## src/rtl/top.sv

```systemverilog
// 4-bit registered add/subtract unit on DE-style board pins.
// KEY[1] is the clock, KEY[0] the asynchronous active-low reset, and KEY[3:2] are ignored.
// SW[9:0] is captured into operand and mode registers on each rising clock edge.
// LEDR is a purely combinational function of those registers.
// The sum is built from a ripple chain of full-adder cells.
// Optional feature: define TOP_SIGNED_OVF_EN to drive the two's-complement overflow flag
// on LEDR[5]. When the macro is undefined, LEDR[5] is tied low.
module top #(
  parameter int unsigned WIDTH = 4
) (
  input  logic [3:0] KEY,
  input  logic [9:0] SW,
  output logic [9:0] LEDR
);

  logic clk;
  logic rst_n;
  logic unused_key;

  assign clk        = KEY[1];
  assign rst_n      = KEY[0];
  assign unused_key = ^KEY[3:2];

  logic [WIDTH-1:0] a_q;
  logic [WIDTH-1:0] b_q;
  logic             cin_q;
  logic             sub_q;

  // Capture operands, carry/borrow-in and mode; reset clears everything at once.
  always_ff @(posedge clk or negedge rst_n) begin
    if (!rst_n) begin
      a_q   <= '0;
      b_q   <= '0;
      cin_q <= 1'b0;
      sub_q <= 1'b0;
    end else begin
      a_q   <= SW[2*WIDTH-1:WIDTH];
      b_q   <= SW[WIDTH-1:0];
      cin_q <= SW[2*WIDTH];
      sub_q <= SW[2*WIDTH+1];
    end
  end

  // Subtraction is A + ~B + ~borrow_in, so both B and the carry-in flip with the mode bit.
  logic [WIDTH-1:0] b_eff;
  logic [WIDTH-1:0] sum;
  logic [WIDTH:0]   carry;
  logic             ovf;

  assign b_eff    = b_q ^ {WIDTH{sub_q}};
  assign carry[0] = cin_q ^ sub_q;

  for (genvar i = 0; i < WIDTH; i++) begin : g_fa
    assign sum[i]     = a_q[i] ^ b_eff[i] ^ carry[i];
    assign carry[i+1] = (a_q[i] & b_eff[i]) | (a_q[i] & carry[i]) | (b_eff[i] & carry[i]);
  end

`ifdef TOP_SIGNED_OVF_EN
  // Signed overflow: carry into the MSB disagrees with carry out of it.
  assign ovf = carry[WIDTH-1] ^ carry[WIDTH];
`else
  assign ovf = 1'b0;
`endif

  assign LEDR = {{(10 - WIDTH - 2){1'b0}}, ovf, carry[WIDTH], sum};

endmodule

```

## config.mk

```make
export PLATFORM = sky130hd
export DESIGN_NAME = top
export DESIGN_NICKNAME = d
export VERILOG_FILES = /design/src/rtl/top.sv
export SDC_FILE = /design/constraint.sdc
export NUM_CORES = 1
export LEC_CHECK = 0
export ABC_AREA = 1
export CAP_MARGIN = 0
export CORE_MARGIN = 4
export CORE_UTILIZATION = 33
export DETAILED_ROUTE_END_ITERATION = 12
export PLACE_DENSITY = 0.71
export RECOVER_POWER = 50
export SLEW_MARGIN = 30
export SYNTH_ARGS = -nofsm -noshare
export SYNTH_HDL_FRONTEND = slang
export SYNTH_SLANG_ARGS = --single-unit
```

## constraint.sdc

```tcl
create_clock -name KEY -period 2.35 [get_ports KEY]
set_input_delay 0.47 -clock KEY [delete_from_list [all_inputs] [get_ports KEY]]
set_output_delay 0.47 -clock KEY [all_outputs]
set_load 0.02 [all_outputs]
```

# After elaboration in Yosys (flattened, before gate mapping)
# Index checks and enable logic that the tools add are counted.
[totals] ff_bits=10 latch_bits=0 ramBits=0 mem_bits_ro=0 input_bits=14 output_inout_bits=10 word_cells=34 n_memories=0
[classes] addsub=0 mul=0 div=0 magnitude_cmp=0 eq_ne=0 shifts=0 mux=0 bitwise_logic=30 reduce_logical=0
[ops] op="1-bit AND" n=12
[ops] op="1-bit XOR" n=9
[ops] op="1-bit OR" n=8
[ops] op="4-bit XOR" n=1

# Longest topological paths before layout
[logic_depth] ltp_word=13 depth_mapped=9 depth_no_buf=9

# Worst setup path before layout
# Ideal clock, no wire load.
[synth_timing] path_type="register to output" start="register sub_q" end="output port LEDR[3]" arrival_time_ns=2.098 required_ns=1.880 setup_slack_ns=-0.218 path_stages_with_launch=10 n_path_buf=0 path_cell_list="dfrtp_1 > inv_2 > nand2_1 > nand2_1 > fa_1 > inv_1 > fa_1 > fa_1 > inv_1 > fa_1"
[synth_via] elab_chain_cells=11 word_cells_on_any_way=19 classes_between="bitwise (19)"
[synth_lines] item="start, declared" line="27" source="logic sub_q;"
[synth_lines] item="start signal, assigned" line="40" source="sub_q <= SW[2*WIDTH+1];"
[synth_lines] item="4-bit XOR / 1-bit XOR (equally long branches)" line="50, 51"
[synth_lines] item="1-bit AND" line="55" source="assign carry[i+1] = (a_q[i] & b_eff[i]) | (a_q[i] & carry[i]) | (b_eff[i] & carry[i]);"
[synth_lines] item="1-bit OR (2 in series)" line="55"
[synth_lines] item="1-bit AND" line="55"
[synth_lines] item="1-bit OR (2 in series)" line="55"
[synth_lines] item="1-bit AND" line="55"
[synth_lines] item="1-bit OR (2 in series)" line="55"
[synth_lines] item="1-bit XOR (*)" line="54" source="assign sum[i] = a_q[i] ^ b_eff[i] ^ carry[i];"
[synth_lines] item="end, declared" line="13" source="output logic [9:0] LEDR"
# Mark *: on every way between the ends. The rest lies on a longest branch, timed or not.

# Worst setup path in the final report
# Same ends and word-level chain as after synthesis.

==> metrics <==
Most Frequent Cell on Critical Path fa_2; global-route usage over all layers a little under a tenth; LEAKAGE around 0.36 nW; vias in the first global route ~370; Mean Syn Cell Area 10.1 µm²; Maximum Capacitance Violations 0; Async SR Flop Fraction 100%; Clock Power Share around two fifths; sw power 0.177 mW; worst hold margin -299 ps; Seq pwr share 35.7%; die width 45.9 µm; Design Power 0.504 mW; global-route wire length before repair 1190 µm; share of cells above drive strength 1 27.5%; Max IR drop VDD slightly below 0.4 mV; Gate power share 24.4%; Crit Path Class reg -> out; DP Area 644 µm²; NumNets Final 89; Gate Count Post-Synth 47; metal2 WL 364 µm; Die Area 2100 µm²; Critical Path Fanout Max 4; Final ANT Viol Nets 0; count of input and output buffers 15; RSZ-0062 raised after global routing yes; Fin. Hold Viols 10; distinct cell type count after synthesis 7; pre-CTS setup slack -683 ps; global placer's final weighted congestion about 0.63; fin. max-slew vios 0; Die Y roughly 46 µm; wirelength, routed 694 µm; antenna cells 0; status complete, but fails checks; period utilisation layout 122%; largest net degree at the start of global routing 6; per-cell routed wire length approximately 8.3 µm; pwr dens about 740 nW/µm²; final core utilization 51.9%; synth warn 0; CTS tree yes; Worst Slack Setup Final -516 ps; failing checks hold timing, setup timing; Clk pin slew, worst setup/hold paths roughly 50 ps; number of flops mapped to enable cells by yosys 0; # rows 13; CP cell instances inv_2, nand2_1, nand2_1, fa_2, inv_2, fa_2, fa_2, inv_2, fa_2, buf_6; Netlist Area Pre-Place 473 µm²; IO Pins 24; top cell type's share of synthesized area 52.9%; number of synthesized register bits 10; via/cell ratio roughly 3.9; CP arrival about 2400 ps; endpoints failing setup 3; largest area contributor in the netlist dfrtp_1; worst hold path class clk -> async; Worst Path Buf+Inv 4; crit end category output port; starting density of the core ~36%; Critical Path Start Type flip-flop; CP peak stage delay 430 ps; Layout area overhead 44.7%; commonest cells in the netlist nand2_1, inv_1, dfrtp_1; top cells by area, synth dfrtp_1, fa_1, nand2_1; hold_buf cts 0; Worst path top cell family by delay adder cells; sequential area share after synthesis between 50% and 60%; GRT overflow 0; routed via count approximately 330; DRC 0; Main synth FF type dfrtp_1; cell-internal power roughly 0.33 mW; Worst EP required 1880 ps; Post-DP HPWL 612 µm; initial antenna violation count 0; Crit-path slowest cell fa_2; Detail Route met3 WL 97 µm; most frequent cell after synthesis nand2_1; max layer used met4; top achievable clock speed 349 MHz; Tmin final roughly 2900 ps; Sw Ratio 35.1%; cell area after layout 684 µm²; WL met1 around 210 µm; Core Region 1320 µm²; DRT Pass-1 Iters 3; number of DRC markers in iteration 0 3
==> layout by cell type (no fill, tap or decap), drive strengths merged <==
cell           count
buf                6
clkbuf             6
clkdlybuf4s50     10
conb               5
dfrtp             10
dlygate4sd2        1
fa                 4
inv               12
nand2             15
==> worst paths after layout <==
check / from / slack, ps / to / cells after the start
min in group KEY: SW[1] / 660 / b_q[1] / 1
setup / recovery: sub_q / -520 / LEDR[3] / 10
max in group asynchronous: KEY[0] / 2450 / a_q[2] / 2
hold / removal: KEY[0] / -300 / b_q[0] / 2
==> power by group through the flow <==
| stage | Clock [mW] | Sequential [mW] | Combinational (mW) |
|---|---|---|---|
| finish | 0.201 | 0.180 | 0.123 |
| floorplan | 0 | 0.184 | 0.0759 |
| CTS | 0.242 | 0.180 | 0.118 |
| global placement | 0 | 0.184 | 0.119 |
| global route | 0.239 | 0.181 | 0.137 |
| detailed placement | 0 | 0.184 | 0.122 |
==> kinds of logic after synthesis <==
kind of cell             Yosys count  synth area share, %
flip-flops                        10                 52.9
other                              1                0.793
adder cells (fa/ha/maj)            4                 16.9
buffers and inverters             17                 17.5
AND/OR/NAND/NOR                   15                 11.9
==> final cells by class <==
class | instances | area (µm²)
Fill cell | 133 | 633
Sequential cell | 10 | 250
Timing Repair Buffer | 17 | 165
Tap cell | 15 | 18.8
Inverter | 12 | 45.0
Clock buffer | 6 | 37.5
Multi-Input combinational cell | 24 | 168
==> timing repair <==
item	CTS	global route
hold endpoints to repair	0	0
setup endpoints to repair	5	4
setup buffers	0	0
pin swaps	0	0
resized for setup	24	3
==> layer usage <==
layer	global-route usage, %	vias up
met4	18.2	0
met3	3.95	4
met1	6.70	142
met2	12.1	18
li1	-	165
met5	0	-
==> state kept, by name, summed over array words and instances, names as in the netlist <==
name   count
cin_q      1
b_q        4
sub_q      1
a_q        4
==> stage by stage <==
stage	setup TNS, ps	instances
finish	-1010	84
CTS	-1100	84
floorplan	-164	51
detailed placement	-1770	78
global placement	-1580	78
global route	-1450	84
(Power assumes the default switching activity.)
